--- config.mk ---
export PLATFORM = sky130hd
export DESIGN_NAME = unidad_busqueda
export DESIGN_NICKNAME = d
export VERILOG_FILES = /design/src/rtl/unidad_busqueda_pkg.sv /design/src/rtl/unidad_busqueda_contador_pc.sv /design/src/rtl/unidad_busqueda.sv
export SDC_FILE = /design/constraint.sdc
export NUM_CORES = 1
export LEC_CHECK = 0
export BUFFER_PORTS_ARGS = -buffer_cell sky130_fd_sc_hd__buf_2
export CELL_PAD_IN_SITES_DETAIL_PLACEMENT = 0
export CELL_PAD_IN_SITES_GLOBAL_PLACEMENT = 1
export CORE_MARGIN = 1
export CORE_UTILIZATION = 30
export DETAILED_ROUTE_END_ITERATION = 10
export GPL_ROUTABILITY_DRIVEN = 0
export PLACE_DENSITY_LB_ADDON = 0.08
export SLEW_MARGIN = 0
export SYNTH_ARGS = -nofsm -noshare
export SYNTH_HDL_FRONTEND = slang
export SYNTH_SLANG_ARGS = --single-unit
--- constraint.sdc ---
create_clock -name reloj -period 1.7 [get_ports reloj]
set_input_delay 0.085 -clock reloj [delete_from_list [all_inputs] [get_ports reloj]]
set_output_delay 0.085 -clock reloj [all_outputs]
set_load 0.02 [all_outputs]
--- src/rtl/unidad_busqueda_pkg.sv ---
// unidad_busqueda_pkg: definitions shared by the fetch unit and the control unit.
//   - default widths for the program counter and the instruction word
//   - opcode field position and width
//   - halt opcode pattern with its compare mask (bits [1:0] are don't-care)
//   - fetch FSM state encoding
package unidad_busqueda_pkg;

    localparam int unsigned ANCHO_PC_DEF    = 10;
    localparam int unsigned ANCHO_INSTR_DEF = 16;

    // The opcode occupies the top ANCHO_OPCODE bits of the instruction word.
    localparam int unsigned ANCHO_OPCODE = 6;

    // Halt pattern 1110??: the mask selects the bits that take part in the compare.
    localparam logic [ANCHO_OPCODE-1:0] OPCODE_PARADA_DEF  = 6'b111000;
    localparam logic [ANCHO_OPCODE-1:0] MASCARA_PARADA_DEF = 6'b111100;

    typedef enum logic [1:0] {
        PEDIR    = 2'd0,
        ESPERAR  = 2'd1,
        ENTREGAR = 2'd2,
        PARADO   = 2'd3
    } estado_e;

    function automatic logic es_parada(input logic [ANCHO_OPCODE-1:0] op,
                                       input logic [ANCHO_OPCODE-1:0] patron,
                                       input logic [ANCHO_OPCODE-1:0] mascara);
        return ((op ^ patron) & mascara) == '0;
    endfunction

endpackage

--- src/rtl/unidad_busqueda_contador_pc.sv ---
// contador_pc: program counter register.
//   reloj    in   clock, rising edge
//   reset    in   synchronous active-high reset, clears the counter
//   en_i     in   update enable
//   cargar_i in   1 = load dir_i, 0 = increment (wraps modulo 2^ANCHO)
//   dir_i    in   load value
//   pc_o     out  current counter value
module contador_pc #(
    parameter int unsigned ANCHO = 10
) (
    input  logic             reloj,
    input  logic             reset,
    input  logic             en_i,
    input  logic             cargar_i,
    input  logic [ANCHO-1:0] dir_i,
    output logic [ANCHO-1:0] pc_o
);

    logic [ANCHO-1:0] pc_q;

    always_ff @(posedge reloj) begin
        if (reset) begin
            pc_q <= '0;
        end else if (en_i) begin
            pc_q <= cargar_i ? dir_i : pc_q + ANCHO'(1);
        end
    end

    assign pc_o = pc_q;

endmodule

--- src/rtl/unidad_busqueda.sv ---
// unidad_busqueda: instruction fetch unit.
// Requests the word at pc, captures it on mem_ack, presents it to the control
// unit until consumed, then either advances pc (pc+1 or jump target) or stops
// permanently when the opcode matches the halt pattern.
//   reloj       in   clock, rising edge
//   reset       in   synchronous active-high reset
//   mem_req     out  memory read request (PEDIR/ESPERAR)
//   mem_addr    out  read address, always pc
//   mem_ack     in   read done, mem_data valid this cycle
//   mem_data    in   instruction word from memory
//   instr       out  captured instruction word
//   opcode      out  upper 6 bits of instr
//   instr_valid out  instr holds an unconsumed instruction
//   instr_ready in   control unit consumes instr this cycle
//   s_inc       in   next-pc select on consume: 1 = pc+1, 0 = dir_salto
//   dir_salto   in   jump target
//   pc          out  program counter
//   parado      out  fetch stopped on halt opcode
module unidad_busqueda
    import unidad_busqueda_pkg::*;
#(
    parameter int unsigned              ANCHO_PC       = ANCHO_PC_DEF,
    parameter int unsigned              ANCHO_INSTR    = ANCHO_INSTR_DEF,
    parameter logic [ANCHO_OPCODE-1:0]  OPCODE_PARADA  = OPCODE_PARADA_DEF,
    parameter logic [ANCHO_OPCODE-1:0]  MASCARA_PARADA = MASCARA_PARADA_DEF
) (
    input  logic                    reloj,
    input  logic                    reset,
    output logic                    mem_req,
    output logic [ANCHO_PC-1:0]     mem_addr,
    input  logic                    mem_ack,
    input  logic [ANCHO_INSTR-1:0]  mem_data,
    output logic [ANCHO_INSTR-1:0]  instr,
    output logic [5:0]              opcode,
    output logic                    instr_valid,
    input  logic                    instr_ready,
    input  logic                    s_inc,
    input  logic [ANCHO_PC-1:0]     dir_salto,
    output logic [ANCHO_PC-1:0]     pc,
    output logic                    parado
);

    estado_e                 estado_q, estado_d;
    logic [ANCHO_INSTR-1:0]  instr_q, instr_d;
    logic [ANCHO_PC-1:0]     pc_w;
    logic                    consumo;
    logic                    parada;
    logic                    pc_en;
    logic                    pc_cargar;

    assign parada = es_parada(instr_q[ANCHO_INSTR-1 -: ANCHO_OPCODE], OPCODE_PARADA, MASCARA_PARADA);

    // State register
    always_ff @(posedge reloj) begin
        if (reset) begin
            estado_q <= PEDIR;
        end else begin
            estado_q <= estado_d;
        end
    end

    always_ff @(posedge reloj) begin
        if (reset) begin
            instr_q <= '0;
        end else begin
            instr_q <= instr_d;
        end
    end

    // Next state; the captured word only changes on an ack seen in ESPERAR,
    // so acks arriving in any other state are dropped.
    always_comb begin
        estado_d = estado_q;
        instr_d  = instr_q;
        case (estado_q)
            PEDIR: begin
                estado_d = ESPERAR;
            end
            ESPERAR: begin
                if (mem_ack) begin
                    instr_d  = mem_data;
                    estado_d = ENTREGAR;
                end
            end
            ENTREGAR: begin
                if (instr_ready) begin
                    estado_d = parada ? PARADO : PEDIR;
                end
            end
            PARADO: begin
                estado_d = PARADO;
            end
            default: begin
                estado_d = PEDIR;
            end
        endcase
    end

    // Outputs: handshake flags are pure decodes of the registered state.
    always_comb begin
        mem_req     = (estado_q == PEDIR) || (estado_q == ESPERAR);
        instr_valid = (estado_q == ENTREGAR);
        parado      = (estado_q == PARADO);
        consumo     = instr_valid && instr_ready;
        pc_en       = consumo && !parada;
        pc_cargar   = !s_inc;
    end

    contador_pc #(
        .ANCHO (ANCHO_PC)
    ) u_contador_pc (
        .reloj    (reloj),
        .reset    (reset),
        .en_i     (pc_en),
        .cargar_i (pc_cargar),
        .dir_i    (dir_salto),
        .pc_o     (pc_w)
    );

    assign pc       = pc_w;
    assign mem_addr = pc_w;
    assign instr    = instr_q;
    assign opcode   = instr_q[ANCHO_INSTR-1 -: ANCHO_OPCODE];

endmodule

## Word-level counts from Yosys, hierarchy flattened

Index checks and enable logic that the tools add are counted.

| word-level totals | value |
|---|---|
| logic and storage cells | 23 |
| bits in registers | 28 |

| cells by class | value |
|---|---|
| $add $sub $neg | 1 |
| mux-type cells | 5 |
| reduce and logical (&&, ||, !) cells | 8 |
| bitwise gates (word level) | 1 |
| eq/ne operators | 5 |

Operators with widths:

| kind | number |
|---|---|
| $add 10x1->10 const B | 1 |
| $mux 10 | 1 |
| $pmux 2 s4 | 1 |
| $logic_not 6->1 | 1 |
| $mux 2 | 3 |
| $eq 2x2->1 const B | 2 |
| $reduce_and 2->1 | 2 |
| $not 3->3 | 1 |
| $eq 2x1->1 const B | 1 |
| $logic_and 1x1->1 | 2 |
| $logic_not 2->1 | 1 |
| $ne 2x1->1 const B | 1 |
| $ne 2x2->1 const B | 1 |
| $logic_not 1->1 | 1 |
| $logic_or 1x1->1 | 1 |

## Logic depth before layout (Yosys ltp)

Gate-level depths: netlist of run 1.

| logic depth | value |
|---|---|
| depth after elaboration | 5 |
| gate-level depth with buffers | 5 |
| mapped depth without buffers | 5 |

## Modules after synthesis

A second synthesis of run 1 with hierarchy kept.

| second synthesis, totals | value |
|---|---|
| cells, all modules | 179 |
| area, all modules | 1,455.1 sq um |

By module, submodules not included:

| module | area an instance (sq um) | cells each | instances |
|---|---|---|---|
| unidad_busqueda | 853.3 | 101 | 1 |
| contador_pc | 601.8 | 78 | 1 |

## Least setup slack after synthesis of run 1

Ideal clock, no wire load.

| timing | value |
|---|---|
| kind | reg-to-reg |
| start | reg u_contador_pc.pc_q[1], in the netlist u_contador_pc.pc_o[1] |
| end | reg u_contador_pc.pc_q[8], in the netlist u_contador_pc.pc_o[8] |
| cell stages (with the launch flop) | 6 |
| arrival | 1.459 ns |
| required time | 1.608 ns |
| path slack | 0.149 ns |
| library setup time | 0.092 ns |
| path through | dfxtp_1 > ha_1 > and4_1 > nand4_1 > o31a_1 > o32ai_1 |

| between the ends | value |
|---|---|
| longest elaborated chain between the ends | 2 |

Ends and longest elaborated chain:

| element | RTL line | text |
|---|---|---|
| from (decl) | unidad_busqueda_contador_pc.sv:19 | `logic [ANCHO-1:0] pc_q;` |
| from (signal assigned) | unidad_busqueda_contador_pc.sv:25 | `pc_q <= cargar_i ? dir_i : pc_q + ANCHO'(1);` |
| $add 10x1->10 | unidad_busqueda_contador_pc.sv:25 |  |
| $mux 10 | unidad_busqueda_contador_pc.sv:25 |  |

No other way between the ends.
A chain may end at the register's enable or synchronous reset.

## Worst setup path after layout of run 1

| timing | value |
|---|---|
| start | reg estado_q[0] |
| end | reg u_contador_pc.pc_q[9], in the netlist u_contador_pc.pc_o[9] |

| between the ends | value |
|---|---|
| longest elaborated chain between the ends | 3 |

Ends and longest elaborated chain:

| element | RTL line | text |
|---|---|---|
| from (decl) | unidad_busqueda.sv:43 | `estado_e estado_q, estado_d;` |
| from (signal assigned) | unidad_busqueda.sv:58 | `estado_q <= estado_d;` |
| $eq 2x2->1 | unidad_busqueda.sv:102 | `instr_valid = (estado_q == ENTREGAR);` |
| $logic_and 1x1->1 | unidad_busqueda.sv:104 | `consumo = instr_valid && instr_ready;` |
| $logic_and 1x1->1 | unidad_busqueda.sv:105 | `pc_en = consumo && !parada;` |

No other way between the ends.

==> flow_metrics.py, run 1 <==
metrics = {
    "finish": {
        "fillers": 485,
        "utilization_pct": 40.4,
        "syn_to_final_growth_pct": 27.9,
        "antenna_cells": 0,
        "post_layout_nonfiller_instances": 291,
        "final_layout_size_suffix_gt1_share_pct": 37.7,
        "final_area_um2": 1770,
        "fin_nets": 273,
    },
    "global_routing": {
        "antenna_found_initial": 0,
        "track_usage_pct": 15.4,
        "grt_overflow": 0,
        "grt_pass1_wl_um": 6160,
        "first_global_vias": 1328,
        "grt_max_degree": 19,
    },
    "routing": {
        "dr.pass1.iters": 4,
        "drc_errors": 0,
        "ant_nets": 0,
        "via_count": 1408,
        "first_iter_violations": 62,
        "wl_per_cell_um": 12.5,
        "via_per_inst": 4.84,
        "drt_wl_total_um": 3640,
    },
    "yosys": {
        "synthDistinctLibCells": 33,
        "synth_edf_count": 0,
        "synth_cells": 178,
        "synthFlopType": "dfxtp_1",
        "synth_fp_nets": 210,
        "ys_ff_latch": 28,
        "async_flop_share_pct": 0,
        "syn_area_um2": 1390,
        "synth_seq_area_share_pct": 40.4,
        "yosysWarnings": 0,
        "synth.avg_cell_area_um2": 7.79,
    },
    "floorplanning": {
        "placementRows": 24,
        "io_pins": 76,
        "coreArea_um2": 4380,
        "initial_core_util_pct": 31.6,
        "die_y_um": 70.0,
        "die_w_um": 70.0,
        "dieArea_um2": 4900,
    },
    "power_and_ir_drop": {
        "vdd_drop_max_mv": 0.290,
        "p_leak_nw": 0.842,
        "design_power_total_mw": 1.30,
        "p_per_area_nw_per_um2": 735,
    },
    "setup_path": {
        "crit_chain": "and2b_2 > nand3_4 > or4_1 > a31oi_1",
        "rr_startpoint": "estado_q[0]",
        "reg2reg_setup_slack_ns": 0.19,
        "crit_type": "register to register",
        "cpPeakStageDelay_ns": 0.53,
        "critPathArrivalTime_ns": 1.72,
        "cp-endpoint": "u_contador_pc.pc_o[9]",
        "r2r_end": "u_contador_pc.pc_o[9]",
        "start_kind": "register",
        "r2r_cells": 4,
        "startpoint": "estado_q[0]",
        "slowest_stage": "or4_1",
        "endpoint_kind": "register",
        "path_max_fanout": 8,
        "worstPathRequired_ns": 1.91,
    },
    "clock_tree": {
        "postCtsSetupRepairBufs": 0,
        "clk_latency_ns": 0.28,
        "clk_pin_slew_ns": 0.10,
        "cts-root-buf": "clkbuf_8",
        "clock_path_buffers": 2,
        "clock_sinks": 28,
        "numCtsBuffers": 3,
        "cts_tree": "yes",
        "h-tree-depth": 1,
        "postCtsHoldBufs": 0,
        "cts-resized-gates": 0,
    },
    "sta": {
        "fin_crit_sh_pct": 89.1,
        "drv_slew": 0,
        "setup_violations": 0,
        "timing.slew.headroom_pct": 60.0,
        "rsz0062_at_grt": "no",
        "tns_ns": 0,
        "fin_hold_ws_ns": 0.0322,
        "setup_ws_ns": 0.186,
        "fmax_mhz": 660,
        "tightest_slew_ns": 0.599,
        "hold_viol_final": 0,
        "period_minus_slack_ns": 1.51,
        "fin_worst_skew_ns": 0.00280,
    },
    "placement": {
        "dp.cells": 288,
        "port_buffers": 75,
        "placed_area_um2": 1730,
        "dp_slack_ns": 0.0776,
        "dp.final_hpwl_um": 2690,
    },
    "run_status": {
        "outcome": "completed",
    },
    "job": {
        "drv_cap": 0,
    },
    "worst_hold_path": {
        "hold_path.class": "primary input to register",
    },
}
-- layout by cell type, fill, tap and decap left out, drive strengths merged, types with 2 or more instances in the layout --
cell      n
nand3     4
nand2    42
clkbuf    3
o21ai     8
nor2      4
nand4b    2
dfxtp    28
mux2i     2
inv       6
and4      2
and2      2
buf      82
o2bb2ai   2
a31oi     2
and3      2
o32ai     2
a211oi    3
nand2b    2
nor3      2
nor2b     4
a21oi    26
-- layout make-up --
| cell class | instances | area [um^2] | area share [%] |
|---|---|---|---|
| tap | 52 | 65.1 | 3.67 |
| timing repair buffer | 82 | 428 | 24.1 |
| clock buffer | 3 | 41.3 | 2.33 |
| inverter | 6 | 22.5 | 1.27 |
| multi-input combinational | 120 | 653 | 36.8 |
| sequential | 28 | 563 | 31.8 |
-- critical path: cells and delay by family, from the launching register on --
kind / cells / cell delay [ns]
AND/OR/NAND/NOR: 3 / 0.93
flip-flops: 1 / 0.36
AO/OA/AOI/OAI: 1 / 0.16
-- cells in the mapped netlist, drive strengths merged, types with 3 or more instances --
master | count | share of area, %
nand2 | 42 | 11
dfxtp | 28 | 40
nand3 | 4 | 2.3
a211oi | 3 | 1.6
buf | 19 | 9.6
inv | 6 | 1.6
o21ai | 8 | 2.9
a21oi | 26 | 9.4
nor2 | 4 | 1.1
clkbuf | 5 | 1.4
nor2b | 4 | 1.8
-- per-layer routing --
metal  vias up  GRT usage [%]  routed length (um)
met1       631           18.5                1620
met2        51           26.8                1730
met3         5           3.46                 242
met4         0           5.11                  46
li1        721              -                   -
met5         -              0                   0
-- worst min path at each step --
stage                       from        end  slack, ns  depth (start not counted)
CTS                  mem_data[0]   instr[0]       0.03                          3
detailed placement   mem_data[9]   instr[9]       0.33                          3
global route         mem_data[7]   instr[7]       0.03                          3
finish               mem_data[0]   instr[0]       0.03                          3
global placement    mem_data[14]  instr[14]       0.33                          3
floorplan            mem_data[0]   instr[0]       0.22                          2
-- state kept, by name, summed over array words and instances (netlist names) --
register and flops:
estado_q 2, u_contador_pc.pc_o 10, instr 16
-- logic make-up (layout without fill, tap and decap cells) --
logic type | count (synthesis) | after routing | share of synthesized area [%]
buf+inv | 30 | 91 | 12.5
flops | 28 | 28 | 40.4
fa+ha+maj | 1 | 1 | 0.902
compound gates | 47 | 47 | 19.8
simple gates | 70 | 70 | 24.9
mux | 2 | 2 | 1.44
-- where the power goes --
group / leakage, nW / internal [mW] / switching, mW
Clock: 0.0216 / 0.160 / 0.212
Sequential: 0.229 / 0.683 / 0.0200
Combinational: 0.592 / 0.0896 / 0.140
No activity file was read; power rests on OpenSTA's default activity.
==> run 2: changes to the inputs <==
- CORE_MARGIN: 1 -> 2
==> flow_metrics.py, run 2 (synthesized netlist as in run 1, its figures left out) <==
metrics = {
    "setup_path": {
        "path_max_fanout": 7,
        "startpoint": "u_contador_pc.pc_o[0]",
        "start_kind": "register",
        "worstPathRequired_ns": 1.88,
        "critPathArrivalTime_ns": 1.77,
        "endpoint_kind": "register",
        "r2r_cells": 5,
        "reg2reg_setup_slack_ns": 0.11,
        "rr_startpoint": "u_contador_pc.pc_o[0]",
        "crit_type": "register to register",
        "r2r_end": "u_contador_pc.pc_o[8]",
    },
    "clock_tree": {
        "postCtsHoldBufs": 0,
        "clk_latency_ns": 0.27,
        "numCtsBuffers": 3,
        "cts_tree": "yes",
        "h-tree-depth": 1,
        "cts-root-buf": "clkbuf_8",
        "clock_path_buffers": 2,
        "clock_sinks": 28,
        "clk_pin_slew_ns": 0.10,
        "cts-resized-gates": 0,
        "postCtsSetupRepairBufs": 0,
    },
    "finish": {
        "syn_to_final_growth_pct": 29.7,
        "fin_nets": 275,
        "final_layout_size_suffix_gt1_share_pct": 37.2,
        "post_layout_nonfiller_instances": 294,
        "layout_commonest_cell": "buf_2",
        "antenna_cells": 0,
        "largest_reg_flops": 16,
        "final_area_um2": 1800,
        "most-common-layout-cells": "buf_2, nand2_1, dfxtp_1, a21oi_1, buf_4",
    },
    "worst_hold_path": {
        "min_to": "instr[1]",
        "hp-start": "mem_data[1]",
        "worstHoldPathCells": 3,
        "hold_path.class": "primary input to register",
    },
    "sta": {
        "fmax_mhz": 630,
        "fin_hold_ws_ns": 0.0351,
        "hold_viol_final": 0,
        "period_minus_slack_ns": 1.59,
        "drv_slew": 0,
        "setup_violations": 0,
        "tns_ns": 0,
        "fin_crit_sh_pct": 93.3,
        "fin_worst_skew_ns": 0.00595,
        "rsz0062_at_grt": "no",
        "timing.slew.headroom_pct": 76.9,
        "tightest_slew_ns": 0.346,
    },
    "global_routing": {
        "grt_max_degree": 18,
        "track_usage_pct": 14.6,
        "gr-max-usage-layer": "met2",
        "grt_overflow": 0,
        "first_global_vias": 1367,
        "use_met2_pct": 27.1,
        "grt_use_met3_pct": 3.19,
        "antenna_found_initial": 0,
        "grt_pass1_wl_um": 6080,
        "grtUsageMet1_pct": 17.0,
    },
    "floorplanning": {
        "initial_core_util_pct": 31.4,
        "coreArea_um2": 4410,
        "dieArea_um2": 5180,
        "die_w_um": 72.0,
        "io_pins": 76,
        "die_y_um": 72.0,
        "placementRows": 24,
    },
    "routing": {
        "dr.pass1.iters": 4,
        "via_per_inst": 4.79,
        "ant_nets": 0,
        "first_iter_violations": 69,
        "drt_wl_total_um": 3720,
        "wl_per_cell_um": 12.6,
        "drc_errors": 0,
        "via_count": 1409,
    },
    "placement": {
        "placed_area_um2": 1740,
        "dp.cells": 290,
        "dp.final_hpwl_um": 2840,
        "port_buffers": 75,
    },
    "power_and_ir_drop": {
        "p_leak_nw": 0.859,
        "p_per_area_nw_per_um2": 749,
        "vdd_drop_max_mv": 0.341,
    },
    "run_status": {
        "outcome": "completed",
    },
    "job": {
        "drv_cap": 0,
    },
}
[run 2: cell types whose count changed in the layout (fill, tap and decap cells not counted), sizes merged]
cell,change
buf,+2
clkbuf,+1
[run 2: per-stage QoR]
| step | worst slack [ns] | power, mW | utilization, % |
|---|---|---|---|
| floorplan | 0.149 | 0.864 | - |
| global placement | 0.225 | 0.947 | 39.5 |
| detailed placement | 0.142 | 0.952 | 39.5 |
| CTS | 0.104 | 1.38 | 40.7 |
| global route | 0.0131 | 1.43 | 40.7 |
| finish | 0.113 | 1.35 | 40.7 |
[run 2: report_power, final]
part / internal (mW) / leakage, nW / total [mW] / switching (mW)
Clock: 0.207 / 0.0288 / 0.412 / 0.205
Sequential: 0.683 / 0.228 / 0.702 / 0.0197
Combinational: 0.0908 / 0.602 / 0.232 / 0.141
Total: 0.981 / 0.859 / 1.35 / 0.366
[run 2: how the worst max path moves through the flow]
stage	endpoint	slack (ns)	cells after the start
2_1_floorplan	u_contador_pc.pc_o[8]	0.15	5
3_3_place_gp	u_contador_pc.pc_o[8]	0.23	5
3_5_place_dp	u_contador_pc.pc_o[8]	0.14	5
4_1_cts	u_contador_pc.pc_o[8]	0.10	5
5_1_grt	u_contador_pc.pc_o[8]	0.01	5
6_report	u_contador_pc.pc_o[8]	0.11	5
[run 2: worst max-delay path, stage by stage, from the launching register on]
cell and delay, ns:
dfxtp_1 0.44, ha_1 0.24, and4_1 0.28, nand4_1 0.14, o31a_1 0.26, o32ai_1 0.12
[run 2: area by class of cell]
type                       count  area, um^2
clock buffer                   4        55.1
fill                         469        2620
inverter                       6        22.5
multi-input combinational    120         652
sequential                    28         561
tap                           52        65.1
timing repair buffer          84         443
[run 2: routing by layer]
| metal | vias up | share of wire (%) |
|---|---|---|
| met3 | 4 | 7.3 |
| met1 | 635 | 42 |
| li1 | 723 | - |
| met2 | 47 | 50 |
| met4 | 0 | 0.78 |
| met5 | - | 0 |
==> run 3: changes to the inputs <==
- ABC_AREA: unset -> 1
==> flow_metrics.py, run 3 <==
metrics = {
    "setup_path": {
        "reg2reg_setup_slack_ns": 0.36,
        "start_kind": "register",
        "crit_family": "simple AND/OR/NAND/NOR gates",
        "worst-path-buf-inv": 1,
        "worstPathRequired_ns": 1.91,
        "crit_chain": "nand4_1 > nand3_4 > inv_2 > o21ai_0 > nand2_1 > a21oi_1",
        "critPathArrivalTime_ns": 1.55,
        "cpPeakStageDelay_ns": 0.40,
        "slowest_stage": "dfxtp_1",
        "path_max_fanout": 13,
        "crit_type": "register to register",
        "endpoint_kind": "register",
    },
    "yosys": {
        "synth_seq_area_share_pct": 38.3,
        "synth_cells": 214,
        "synth.avg_cell_area_um2": 6.85,
        "synthDistinctLibCells": 22,
        "synth_top_cells_by_count": "nand2_1, inv_1, dfxtp_1",
        "synth_fp_nets": 246,
        "syn_area_um2": 1470,
        "synth_edf_count": 0,
        "yosys.area.top_type_share_pct": 38.3,
        "yosysTopAreaCell": "dfxtp_1",
        "synth_most_common_cell": "nand2_1",
        "synth_area_leaders": "dfxtp_1, nand2_1, a21oi_1",
        "yosysWarnings": 0,
        "ys_ff_latch": 28,
        "async_flop_share_pct": 0,
        "synthFlopType": "dfxtp_1",
    },
    "sta": {
        "fmax_mhz": 749,
        "setup_violations": 0,
        "fin_hold_ws_ns": 0.0833,
        "rsz0062_at_grt": "no",
        "timing.slew.headroom_pct": 64.2,
        "setup_ws_ns": 0.364,
        "tns_ns": 0,
        "tightest_slew_ns": 0.536,
        "hold_viol_final": 0,
        "period_minus_slack_ns": 1.34,
        "fin_worst_skew_ns": 0.00383,
        "fin_crit_sh_pct": 78.6,
        "drv_slew": 0,
    },
    "global_routing": {
        "first_global_vias": 1233,
        "antenna_found_initial": 0,
        "track_usage_pct": 12.9,
        "grt_overflow": 0,
        "grt_pass1_wl_um": 5520,
        "grt_max_degree": 33,
    },
    "clock_tree": {
        "clock_sinks": 28,
        "cts-resized-gates": 0,
        "clk_pin_slew_ns": 0.09,
        "numCtsBuffers": 3,
        "clk_latency_ns": 0.27,
        "cts_tree": "yes",
        "h-tree-depth": 1,
        "cts-root-buf": "clkbuf_8",
        "postCtsSetupRepairBufs": 0,
        "clock_path_buffers": 2,
        "postCtsHoldBufs": 0,
    },
    "finish": {
        "antenna_cells": 0,
        "final_layout_size_suffix_gt1_share_pct": 32.2,
        "layout_commonest_cell": "buf_2",
        "utilization_pct": 38.7,
        "largest_reg_flops": 16,
        "most-common-layout-cells": "buf_2, nand2_1, inv_1, dfxtp_1, a21oi_1",
        "syn_to_final_growth_pct": 24.7,
        "fin_nets": 303,
    },
    "placement": {
        "dp.final_hpwl_um": 2590,
        "port_buffers": 75,
        "dp_slack_ns": 0.383,
    },
    "floorplanning": {
        "die_w_um": 73.9,
        "io_pins": 76,
        "initial_core_util_pct": 31.0,
        "coreArea_um2": 4720,
        "placementRows": 25,
        "die_y_um": 73.9,
        "dieArea_um2": 5460,
    },
    "power_and_ir_drop": {
        "vdd_drop_max_mv": 0.386,
        "p_leak_nw": 0.890,
        "p_per_area_nw_per_um2": 846,
    },
    "routing": {
        "drc_errors": 0,
        "wl_met3_um": 226,
        "wl_per_cell_um": 10.2,
        "first_iter_violations": 86,
        "dr.pass1.iters": 4,
        "ant_nets": 0,
        "top_layer": "met4",
        "drt_wl_total_um": 3440,
        "wl_met1_um": 1750,
        "via_per_inst": 4.24,
        "via_count": 1428,
        "met2WireLength_um": 1420,
    },
    "job": {
        "drv_cap": 0,
    },
    "worst_hold_path": {
        "hold_path.class": "primary input to register",
    },
    "run_status": {
        "outcome": "completed",
    },
}
[run 3: changes by cell type in the layout (fill, tap and decap cells not counted), moves of 3 or more]
cell	previous run	this run
a211oi_1	3	0
nor2b_1	4	0
nor2_1	4	19
buf_4	9	2
inv_1	6	29
o21ai_0	8	26
nand3_1	3	7
[run 3: metrics by stage]
stage               instance area [um^2]  cells  power (mW)
global route                        1830    337        1.64
floorplan                           1470    214        1.04
finish                              1830    337        1.54
global placement                    1770    333        1.15
CTS                                 1830    337        1.57
detailed placement                  1770    333        1.15
[run 3: power by group]
part / switching (mW) / internal, mW / total [mW]
clock: 0.211 / 0.208 / 0.419
sequential: 0.0426 / 0.711 / 0.754
combinational: 0.239 / 0.133 / 0.372
total: 0.493 / 1.05 / 1.54
[run 3: path summary, 6_finish.rpt]
path,cells after the start,startpoint,to
hold reg to reg,2,instr[6],instr[6]
setup / recovery,6,instr[13],u_contador_pc.pc_o[2]
setup reg to reg,6,instr[13],u_contador_pc.pc_o[2]
hold / removal,3,mem_data[7],instr[7]
[run 3: layer usage]
layer / GRT usage, % / up-vias
li1: - / 775
met1: 18.3 / 598
met2: 19.0 / 50
met3: 3.16 / 5
met4: 4.24 / 0
met5: 0 / -
[run 3: worst register-to-register path, cell delays in order (launching register included)]
cell and delay, ns:
dfxtp_1 0.40, nand4_1 0.24, nand3_4 0.23, inv_2 0.12, o21ai_0 0.10, nand2_1 0.06
a21oi_1 0.12
[run 3: cell type report]
cell class / count / area (um^2)
Clock buffer: 4 / 55.1
Timing Repair Buffer: 77 / 390
Fill cell: 536 / 2900
Sequential cell: 28 / 561
Tap cell: 67 / 83.8
Multi-Input combinational cell: 130 / 621
Inverter: 31 / 116
[run 3: logic make-up (layout without fill, tap and decap cells)]
group	count (synthesis)	after routing	synth area share [%]
and+or+nand+nor	74	74	22.3
DFF	28	28	38.3
adders and majority gates	1	1	0.854
buffers and inverters	56	112	19.4
AOI/OAI and AO/OA	55	55	19.2
